$ cat config.mk
export PLATFORM = sky130hd
export DESIGN_NAME = sync_memory_flat
export DESIGN_NICKNAME = d
export VERILOG_FILES = /design/src/rtl/sync_memory_pkg.sv /design/src/rtl/sync_memory_if.sv /design/src/rtl/sync_memory_decoder.sv /design/src/rtl/sync_memory.sv /design/src/flat_wrapper.sv
export SDC_FILE = /design/constraint.sdc
export NUM_CORES = 1
export LEC_CHECK = 0
export BUFFER_PORTS_ARGS = -buffer_cell sky130_fd_sc_hd__buf_2
export CAP_MARGIN = 20
export CELL_PAD_IN_SITES_DETAIL_PLACEMENT = 1
export CELL_PAD_IN_SITES_GLOBAL_PLACEMENT = 1
export CORE_MARGIN = 1
export CORE_UTILIZATION = 38
export DETAILED_ROUTE_END_ITERATION = 12
export PLACE_DENSITY_LB_ADDON = 0.1
export SLEW_MARGIN = 25
export SYNTH_ARGS = -nofsm -noshare
export SYNTH_HDL_FRONTEND = slang
export SYNTH_SLANG_ARGS = --single-unit
$ cat constraint.sdc
create_clock -name clk -period 2.5 [get_ports clk]
set_input_delay 0 -clock clk [delete_from_list [all_inputs] [get_ports clk]]
set_output_delay 0 -clock clk [all_outputs]
set_load 0.05 [all_outputs]
$ cat src/rtl/sync_memory_pkg.sv
// Shared definitions for the synchronous word memory.
//   MEM_DATA_WIDTH / MEM_ADDR_WIDTH : default word and address widths
//   mem_state_e                     : controller states (clear sweep, idle)
package sync_memory_pkg;

   localparam int MEM_DATA_WIDTH = 8;
   localparam int MEM_ADDR_WIDTH = 3;

   typedef enum logic {
      ST_CLEAR = 1'b0,
      ST_IDLE  = 1'b1
   } mem_state_e;

endpackage

$ cat src/rtl/sync_memory_if.sv
// Request/response bundle for sync_memory.
//   select, rw, address, data_in : requester -> memory
//   ready, data_out, valid       : memory -> requester
// master = requester side, slave = memory side.
interface sync_memory_if
   import sync_memory_pkg::*;
#(
   parameter int DATA_WIDTH = MEM_DATA_WIDTH,
   parameter int ADDR_WIDTH = MEM_ADDR_WIDTH
);

   logic                  select;
   logic                  rw;
   logic [ADDR_WIDTH-1:0] address;
   logic [DATA_WIDTH-1:0] data_in;
   logic                  ready;
   logic [DATA_WIDTH-1:0] data_out;
   logic                  valid;

   modport master (
      output select, rw, address, data_in,
      input  ready, data_out, valid
   );

   modport slave (
      input  select, rw, address, data_in,
      output ready, data_out, valid
   );

endinterface

$ cat src/rtl/sync_memory_decoder.sv
// Binary-to-one-hot word enable decoder, purely combinational.
//   addr    : binary word address
//   word_en : one bit per word, exactly one set
module sync_memory_decoder
   import sync_memory_pkg::*;
#(
   parameter int ADDR_WIDTH = MEM_ADDR_WIDTH
) (
   input  logic [ADDR_WIDTH-1:0]    addr,
   output logic [2**ADDR_WIDTH-1:0] word_en
);

   always_comb begin
      word_en       = '0;
      word_en[addr] = 1'b1;
   end

endmodule

$ cat src/rtl/sync_memory.sv
// Synchronous single-port word memory, DEPTH = 2**ADDR_WIDTH words.
// After every reset a clear sweep zeroes the array before requests are taken.
//   clk   : clock, all state updates on rising edge
//   rst_n : synchronous active-low reset
//   bus   : slave side of sync_memory_if (select/rw/address/data_in in,
//           ready/data_out/valid out; read data one cycle after acceptance)
//
// state    | meaning
// ---------+--------------------------------------------------------------
// ST_CLEAR | zeroing word clr_cnt each cycle, requests ignored, ready=0
// ST_IDLE  | ready=1, serving one request per cycle until next reset
module sync_memory
   import sync_memory_pkg::*;
#(
   parameter int DATA_WIDTH = MEM_DATA_WIDTH,
   parameter int ADDR_WIDTH = MEM_ADDR_WIDTH
) (
   input  logic          clk,
   input  logic          rst_n,
   sync_memory_if.slave  bus
);

   localparam int DEPTH = 2**ADDR_WIDTH;
   localparam logic [ADDR_WIDTH:0] CLR_LAST = (ADDR_WIDTH+1)'(DEPTH-1);

   mem_state_e            state, state_next;
   logic [ADDR_WIDTH:0]   clr_cnt, clr_cnt_next;
   logic                  ready_q, ready_next;
   logic                  valid_q;
   logic [DATA_WIDTH-1:0] data_q;

   logic                  wr_en;
   logic                  rd_accept;
   logic [ADDR_WIDTH-1:0] dec_addr;
   logic [DATA_WIDTH-1:0] wr_data;
   logic [DEPTH-1:0]      dec_onehot;

   logic [DATA_WIDTH-1:0] mem [DEPTH];

   always_ff @(posedge clk) begin
      if (!rst_n) begin
         state   <= ST_CLEAR;
         clr_cnt <= '0;
         ready_q <= 1'b0;
         valid_q <= 1'b0;
         data_q  <= '0;
      end else begin
         state   <= state_next;
         clr_cnt <= clr_cnt_next;
         ready_q <= ready_next;
         valid_q <= rd_accept;
         if (rd_accept) data_q <= mem[bus.address];
      end
   end

   // The decoder is shared: it points at clr_cnt during the sweep and at
   // the requested address afterwards.
   always_comb begin
      state_next   = state;
      clr_cnt_next = clr_cnt;
      ready_next   = ready_q;
      wr_en        = 1'b0;
      rd_accept    = 1'b0;
      dec_addr     = bus.address;
      wr_data      = bus.data_in;
      unique case (state)
         ST_CLEAR: begin
            wr_en        = 1'b1;
            dec_addr     = clr_cnt[ADDR_WIDTH-1:0];
            wr_data      = '0;
            clr_cnt_next = clr_cnt + 1'b1;
            if (clr_cnt == CLR_LAST) begin
               state_next = ST_IDLE;
               ready_next = 1'b1;
            end
         end
         ST_IDLE: begin
            wr_en     = bus.select && ready_q && bus.rw;
            rd_accept = bus.select && ready_q && !bus.rw;
         end
         default: ;
      endcase
   end

   sync_memory_decoder #(.ADDR_WIDTH(ADDR_WIDTH)) u_dec (
      .addr    (dec_addr),
      .word_en (dec_onehot)
   );

   // Array is left untouched while reset is held.
   always_ff @(posedge clk) begin
      if (rst_n && wr_en) begin
         for (int i = 0; i < DEPTH; i++) begin
            if (dec_onehot[i]) mem[i] <= wr_data;
         end
      end
   end

   assign bus.ready    = ready_q;
   assign bus.valid    = valid_q;
   assign bus.data_out = data_q;

endmodule
$ cat src/flat_wrapper.sv
// flat-port wrapper written by rule: the top's interface ports become plain ports
module sync_memory_flat import sync_memory_pkg::*;
#(
   parameter int DATA_WIDTH = MEM_DATA_WIDTH,
   parameter int ADDR_WIDTH = MEM_ADDR_WIDTH
)
  (clk, rst_n, bus_select, bus_rw, bus_address, bus_data_in, bus_ready, bus_data_out, bus_valid);
  sync_memory_if #(.DATA_WIDTH(DATA_WIDTH), .ADDR_WIDTH(ADDR_WIDTH)) bus_i ();
  input  logic clk;
  input  logic rst_n;
  input wire logic [$bits(bus_i.select)-1:0] bus_select;
  input wire logic [$bits(bus_i.rw)-1:0] bus_rw;
  input wire logic [$bits(bus_i.address)-1:0] bus_address;
  input wire logic [$bits(bus_i.data_in)-1:0] bus_data_in;
  output wire logic [$bits(bus_i.ready)-1:0] bus_ready;
  output wire logic [$bits(bus_i.data_out)-1:0] bus_data_out;
  output wire logic [$bits(bus_i.valid)-1:0] bus_valid;
  assign bus_i.select = bus_select;
  assign bus_i.rw = bus_rw;
  assign bus_i.address = bus_address;
  assign bus_i.data_in = bus_data_in;
  assign bus_ready = bus_i.ready;
  assign bus_data_out = bus_i.data_out;
  assign bus_valid = bus_i.valid;
  sync_memory #(.DATA_WIDTH(DATA_WIDTH), .ADDR_WIDTH(ADDR_WIDTH)) u_core (.clk(clk), .rst_n(rst_n), .bus(bus_i));
endmodule
# == After elaboration in Yosys (flattened, before gate mapping) ==
# Memory sizes are Yosys's and may differ from the RTL's. A register that Yosys moved wholly into a read port is not among the register bits.
# Cells that the tools add are included.
# Widths: inputs -> output; s select.
# word_totals
register_bits,7
ramBits,64
memories,1
out_inout_bits,10
wordCells,78
input_bits,15
# memory_table
name,words,width,rd,rd_clocked_by_memory_dff,write_ports,line_no,rtl
u_core.mem,8,8,1,1,1,sync_memory.sv:38,logic [DATA_WIDTH-1:0] mem [DEPTH];
# op_classes
bitwise,1
muxes,53
eq_ne,1
add_sub_neg,1
reduce_logical,15
order_cmp,2
# op_table
operator,count
$mux 8,8
$reduce_or 8->1,7
$mux 1,35
$mux 3,8
$logic_and 1x1->1,5
$add 4x1->4 const B,1
$eq 4x3->1 const B,1
$lt 3x4->1 const B,1
$demux 1 s3,1
$ge 3x1->1 const B,1
$logic_not 1->1,2
$pmux 1 s2,1
$reduce_and 2->1,1
$not 1->1,1

# == Depth between registers and ports, before layout ==
# Gate-level depths: netlist of the first run.
# depth
depth_word,16
depth_mapped,5
ltp_nobuf,4

# == Hierarchy ==
# From an unflattened synthesis of the first run, not the netlist that was laid out.
# unflattened
cells_unflattened,208
area_unflattened_um2,3271.9
# by_module_without_submodules
mod,area_per_inst_um2,seq_area_each_um2,cells_each,instances
sync_memory,3206.8,2222.1,200,1
sync_memory_decoder,65.1,0.0,8,1

# == Worst setup path before layout of the first run ==
# No wires, ideal clock.
# synth_path
kind,reg-to-reg
startpoint,register u_core.ready_q (netlist: u_core.bus.ready)
endpoint,memory u_core.mem[0][0] (netlist name) (enable)
path_buffers,0
period_less_slack_ns,1.944
t_arrival_ns,1.573
stages_incl_launch_ff,4
t_required_ns,2.130
slack_ns,0.556
cell_sequence,dfxtp_1 > nand3_1 > a211o_1 > nor2_1
# synth_via
elab_chain_cells,14
elab_cells_between_ends,41
cone_classes,31 x mux; 10 x reduce/logical
# synth_lines
item,line_no,rtl
start: declaration,sync_memory.sv:28,"logic ready_q, ready_next;"
start signal: assignment,sync_memory.sv:50,ready_q <= ready_next;
$logic_and 1x1->1 (*) (2 in a row),sync_memory.sv:78,wr_en = bus.select && ready_q && bus.rw;
$pmux 1 s2 (*),sync_memory.sv:66,unique case (state)
$logic_and 1x1->1 (*),sync_memory.sv:92,if (rst_n && wr_en) begin
$mux 1,sync_memory.sv:92,
$mux 1 (not written as such),sync_memory.sv:94,if (dec_onehot[i]) mem[i] <= wr_data;
$reduce_or 8->1 (no source line),n/a,
$mux 3 (no source line) / $mux 1 (equally long branches) (7 in a row),n/a,
end: declaration,sync_memory.sv:38,
# Mark *: on every way between the ends. The rest lies on a longest branch, timed or not.

# == Final worst setup path of the first run ==
# layout_path
startpoint,register u_core.state
endpoint,memory u_core.mem[4][6] (netlist name) (enable)
# layout_via
elab_chain_cells,16
elab_cells_between_ends,54
cone_classes,2 x order compare; 42 x mux; 1 x bitwise; 9 x reduce/logical
# layout_lines
item,line_no,rtl
start: declaration,sync_memory.sv:26,"mem_state_e state, state_next;"
start signal: assignment,sync_memory.sv:48,state <= state_next;
$mux 3,sync_memory.sv:66,
$lt 3x4->1 (not written as such) / $ge 3x1->1 (equally long branches),sync_memory_decoder.sv:15,word_en[addr] = 1'b1;
$logic_and 1x1->1 (not written as such),sync_memory_decoder.sv:15,
$mux 1 (not written as such),sync_memory_decoder.sv:15,
$demux 1 s3,sync_memory_decoder.sv:15,
$mux 1,sync_memory.sv:94,
$mux 1,sync_memory.sv:92,
$mux 1 (not written as such),sync_memory.sv:94,
$reduce_or 8->1 (no source line),n/a,
$mux 3 (no source line) / $mux 1 (equally long branches) (7 in a row),n/a,
# Several ways; a longest one is shown, not always the timed one.

==> results.cfg, run 1 <==
[floorplanning]
fp.dieW_um = 93.74
die_area_mm2 = 0.008787
fp.dieH_um = 93.74
floorplan.rows = 33
start_util = 0.3912
core_mm2 = 0.008175
io-pin-count = 25

[finish]
areaGrowthSynthToFinish_pct = 14.55
antenna_cells = 0
fin_nets = 258
drive_above_1_share = 0.3360
finish.utilization = 0.4481
most-common-layout-cells = edfxtp_1, mux2_2, buf_2
layout_commonest_cell = edfxtp_1
final_design_area_no_fill_mm2 = 0.003664
layout.cells.non_filler = 352

[cts]
htreeDepth = 3
clock-root-buffer = clkbuf_8
cts.sink_count = 79
clk_pin_slew_worst_paths_ns = 0.08
cts_repair_resize_count = 0
insertion_delay_ns = 0.35
post_cts.repair.setup_buffers = 0
numCtsBuffers = 9
clock_path_buffers = 2
cts_hold_buf = 0
cts_tree = yes

[critical_path]
cp_data_arrival_time_ns = 2.00
worstPathMaxFanout = 8
cp_cell_sequence = mux2_4, a211o_1, nor2_1
worst-endpoint-required_ns = 2.47
path_class = register to register
slowest_delay_ns = 0.63
setup.reg_to_reg.worst_slack_ns = 0.47
cp-end-kind = register
crit_slowest_cell = nor2_1
worstSetupStartpointType = register

[synth]
sequential_share_of_the_synthesized_area = 0.6948
synthDominantCellAreaShare = 0.6009
synthDistinctLibCells = 31
synth-adder-area-share = 0.003912
mapped_nets = 225
combinational_family_with_the_most_area_after_synthesis = multiplexers
post_synth_main_area_contributors = edfxtp_1, mux2_2, dfxtp_1
post_synthesis_mux_area_share = 0.1205
yosys_register_bits = 79
synth.cell_area_mm2 = 0.003198
post_synth_inst_count = 209
synth_top_cell_by_area = edfxtp_1
ys_warn_count = 0
synth.avg_cell_area_um2 = 15.30
post_synth_and_or_nand_nor_area_fraction = 0.07433
synth_xor_area_frac = 0.008216
synth_area_in_compound_gates = 0.06925

[drt]
num_vias = 1863
detailedRoute.firstPassIterationCount = 4
wl_per_cell_um = 21.43
routed_wl_um = 7544
antenna_left = 0
drt_drc_violations_left = 0
first_iteration_detailed_routing_drc_count = 98
post_drt_via_cell_ratio = 5.293

[place]
place.port_buffers = 24
dpl-instance-area_mm2 = 0.003451
cell_total_after_placement = 336
gp_congestion = 0.7669
place_hpwl_um = 5381

[sta]
worst_hold_slack_ns = 0.03843
timing.clock.skew_ns = 0.006885
worst_pin_slew_ns = 0.7942
layout_worst_path_cycle_share = 0.8119
slew-limit-headroom = 0.4686
finalSetupTns_ns = 0
max_freq_mhz = 492.7
rsz_0062_raised_after_global_routing = no
post-route-min-period_ns = 2.030
slew_viol_final = 0
report.final.setup_viol = 0
final-hold-violation-count = 0

[global_route]
track_usage = 0.1898
grt_start_max_net_pins = 33
global_route.overflow_total = 0
antenna_violations_before_repair = 0
grt_first_pass_wirelength_um = 11640
first_global_vias = 2006

[pwr]
power.ir.vdd_worst_mv = 0.3286
leakagePower_nw = 1.312
power-per-cell-area_mw_per_mm2 = 720.5

[worst_hold_path]
hold_path.class = input port to register

[flow_run]
max_capacitance_violation_count = 0

[outcome]
run_status = finished, final reports clean
==> power breakdown <==
group | internal, mW | switching [mW]
Clock | 0.565 | 0.456
Sequential | 1.44 | 0.0155
Combinational | 0.0681 | 0.0903
==> critical path, delay by kind of cell (launching register included) <==
kind,cells,cell delay (ns)
muxes,1,0.32
DFF,1,0.38
and+or+nand+nor,1,0.63
AOI/OAI and AO/OA,1,0.32
==> layer usage <==
metal,vias to the layer above,global-route usage,part of all wire
li1,864,-,-
met1,968,0.2577,0.47
met2,24,0.3047,0.49
met3,7,0.03803,0.025
met4,0,0.06154,0.012
met5,-,0,0
==> cell families after synthesis <==
family,Yosys count
muxes,34
AOI/OAI and AO/OA,32
buffers and inverters,17
adders and majority gates,1
xor gates and xnor gates,3
DFF,79
and+or+nand+nor,43
==> stage by stage <==
step / worst slack (ns) / power, mW
global route: 0.3613 / 2.734
finish: 0.4704 / 2.639
global placement: 0.5853 / 1.643
CTS: 0.4571 / 2.670
floorplan: 0.5564 / 1.593
detailed placement: 0.4747 / 1.650
==> area by class of cell <==
class	count	area, um^2
flip-flops and latches	79	2222
well taps	105	131.4
clock buffers	11	131.4
fillers	832	4512
clock inverters	5	81.33
multi-input cells	113	883.3
inverters	5	18.77
repair buffers	34	195.2
==> flip-flops by register name, summed over array words and instances, names as in the netlist <==
register             cells
u_core.state             1
u_core.mem              64
u_core.bus.data_out      8
u_core.bus.ready         1
u_core.clr_cnt           4
u_core.bus.valid         1
==> worst paths after layout <==
path,startpoint,endpoint,depth (start not counted)
setup / recovery,u_core.state$_SDFF_PN0_,u_core.mem[4][6]$_DFFE_PP_,3
hold / removal,rst_n,u_core.bus.data_out[7]$_SDFFE_PN0P_,3
setup reg to reg,u_core.state$_SDFF_PN0_,u_core.mem[4][6]$_DFFE_PP_,3
hold reg to reg,u_core.bus.data_out[1]$_SDFFE_PN0P_,u_core.bus.data_out[1]$_SDFFE_PN0P_,2
==> synthesized netlist by cell type, drive strengths merged <==
cell and number:
a211o 1, a2bb2oi 3, a31oi 3, and2 8
and3 2, buf 10, clkbuf 2, dfxtp 15
edfxtp 64, ha 1, inv 5, mux2 33
mux2i 1, nand2 1, nand2b 2, nand3 9
nand4b 2, nor2 15, nor2b 2, o211ai 1
o22ai 16, o31ai 8, or2 2, xnor2 2
xor2 1
Note: power is estimated with default switching activity, not from simulation.
==> run 2: changes to the inputs <==
==> constraint.sdc (replaced) <==
create_clock -name clk -period 1.9 [get_ports clk]
set_input_delay 0 -clock clk [delete_from_list [all_inputs] [get_ports clk]]
set_output_delay 0 -clock clk [all_outputs]
set_load 0.05 [all_outputs]
==> run 2 against run 1 <==
Maximum frequency rose by 18%. Global-route usage shrank 0.19 points. Combinational power up 43%. Sequential share of layout area fell by 1.7 points. Worst hold slack improved by 0.022 ns. Clock skew rose by 0.00060 ns. Sequential power increased by 32%. First-iteration DRC count shrank 54%. Utilization is 1.3 points higher. Register-to-register slack got worse by 0.30 ns. Critical endpoint is now u_core.mem[6][6]$_DFFE_PP_. Largest cell class unchanged.
==> results.cfg, run 2 (same netlist as run 1, synthesis figures left out) <==
[sta]
timing.clock.skew_ns = 0.007482
worst_pin_slew_ns = 0.7630
max_freq_mhz = 579.7
final-hold-violation-count = 0
slew_viol_final = 0
post-route-min-period_ns = 1.725
worst_hold_slack_ns = 0.06077
slew-limit-headroom = 0.4894
layout_worst_path_cycle_share = 0.9078
final.setup.worst_slack_ns = 0.1751
rsz_0062_raised_after_global_routing = no
report.final.setup_viol = 0

[cts]
cts.sink_count = 79
cts_repair_resize_count = 0
insertion_delay_ns = 0.34
cts_hold_buf = 0
clock_path_buffers = 2
post_cts.repair.setup_buffers = 0
htreeDepth = 3
clock-root-buffer = clkbuf_8
numCtsBuffers = 9
clk_pin_slew_worst_paths_ns = 0.08
cts_tree = yes

[drt]
first_iteration_detailed_routing_drc_count = 45
num_vias = 1888
routed_wl_um = 7385
post_drt_via_cell_ratio = 5.244
drt_drc_violations_left = 0
detailedRoute.firstPassIterationCount = 4
antenna_left = 0
wl_per_cell_um = 20.51

[critical_path]
reg2reg_from = u_core.state$_SDFF_PN0_
cp_cell_sequence = mux2_4, a211o_1, nor2_1, buf_4
rr_worst_depth = 4
worstPathMaxFanout = 5
cp_data_arrival_time_ns = 1.79
critical-path-top-delay-family = flip-flops
path_class = register to register
crit_slowest_cell = dfxtp_1
cp-end-kind = register
cp.depth = 4
setup.reg_to_reg.worst_slack_ns = 0.18
worstSetupStartpointType = register
r2r-end = u_core.mem[6][6]$_DFFE_PP_
slowest_delay_ns = 0.41
timing.critical_path.buf_inv = 1
worst-endpoint-required_ns = 1.96

[place]
place_hpwl_um = 5199
place.port_buffers = 24
dpl-instance-area_mm2 = 0.003512
cell_total_after_placement = 344
post-place-ws_ns = 0.1995
gp_congestion = 0.7513

[global_route]
global_route.overflow_total = 0
grt_first_pass_wirelength_um = 11580
antenna_violations_before_repair = 0
globalRouteMet1Util = 0.2359
track_usage = 0.1879
grt.met3_usage = 0.02832
grt_use_met2 = 0.3248
gr-max-usage-layer = met2
grt_start_max_net_pins = 33
first_global_vias = 1998

[finish]
fillCellCount = 811
final_design_area_no_fill_mm2 = 0.003771
drive_above_1_share = 0.3686
fin_nets = 266
largest_register_ff_count = 64
combined_area_of_the_multi_input_logic_cells_um2 = 883.3
antenna_cells = 0
areaGrowthSynthToFinish_pct = 17.92
most-common-layout-cells = edfxtp_1, mux2_2, buf_2
area.sequential_mm2 = 0.002223
largest-register = u_core.mem
layout.cells.non_filler = 360
layout_commonest_cell = edfxtp_1

[pwr]
power.ir.vdd_worst_mv = 0.4313
power_mw = 3.739
power-per-cell-area_mw_per_mm2 = 991.6
leakagePower_nw = 1.381

[floorplanning]
die_area_mm2 = 0.008787
start_util = 0.3912
core_mm2 = 0.008175
io-pin-count = 25
fp.dieH_um = 93.74
floorplan.rows = 33
fp.dieW_um = 93.74

[worst_hold_path]
worst_hold_path.endpoint = u_core.bus.data_out[1]$_SDFFE_PN0P_
hold_path.class = input port to register
count_of_cells_along_the_worst_hold_path = 3
min_from = rst_n

[flow_run]
max_capacitance_violation_count = 0

[outcome]
run_status = finished, final reports clean
==> run 2: cell count changes in the layout (fill, tap and decap cells not counted), sizes merged <==
| cell | previous run | this run |
|---|---|---|
| inv | 6 | 5 |
| bufinv | 2 | 4 |
| clkbuf | 11 | 9 |
| clkinvlp | 1 | 0 |
| clkinv | 1 | 3 |
| buf | 34 | 42 |
==> run 2: worst max path at each step <==
stage	endpoint	from
2_1_floorplan	u_core.mem[0][0]$_DFFE_PP_	u_core.state$_SDFF_PN0_
3_3_place_gp	u_core.mem[6][4]$_DFFE_PP_	u_core.state$_SDFF_PN0_
3_5_place_dp	u_core.mem[4][0]$_DFFE_PP_	u_core.state$_SDFF_PN0_
4_1_cts	u_core.mem[6][4]$_DFFE_PP_	u_core.state$_SDFF_PN0_
5_1_grt	u_core.mem[6][2]$_DFFE_PP_	u_core.state$_SDFF_PN0_
6_report	u_core.mem[6][6]$_DFFE_PP_	u_core.state$_SDFF_PN0_
==> run 2: tightest hold or removal path: cells and delay by family <==
family | cells | cell delay, ns
buf+inv | 1 | 0.19
simple gates | 1 | 0.11
compound gates | 1 | 0.06
==> run 2: cell type report <==
| cell class | count | share of cell area |
|---|---|---|
| Clock buffer | 9 | 0.03285 |
| Multi-Input combinational cell | 113 | 0.2342 |
| Sequential cell | 79 | 0.5896 |
| Clock inverter | 7 | 0.03583 |
| Timing Repair Buffer | 42 | 0.06768 |
| Inverter | 5 | 0.004977 |
| Tap cell | 105 | 0.03484 |
==> run 2: report_power, final <==
group	internal [mW]	leakage, nW	switching [mW]	total [mW]
registers	1.90	0.699	0.0168	1.92
clock network	0.999	0.133	0.598	1.60
logic	0.0998	0.549	0.126	0.226
total	3.00	1.38	0.741	3.74
==> run 2: stage by stage <==
step | setup TNS (ns) | utilization
6_report | 0 | 0.4613
5_1_grt | 0 | 0.4613
4_1_cts | 0 | 0.4613
2_1_floorplan | -0.9294 | -
3_5_place_dp | 0 | 0.4296
3_3_place_gp | 0 | 0.4296
==> run 2: layer usage <==
layer | share of wire | routed length, um
met2 | 0.51 | 3791
met3 | 0.034 | 249
met4 | 0.015 | 110
met5 | 0 | 0
met1 | 0.44 | 3233
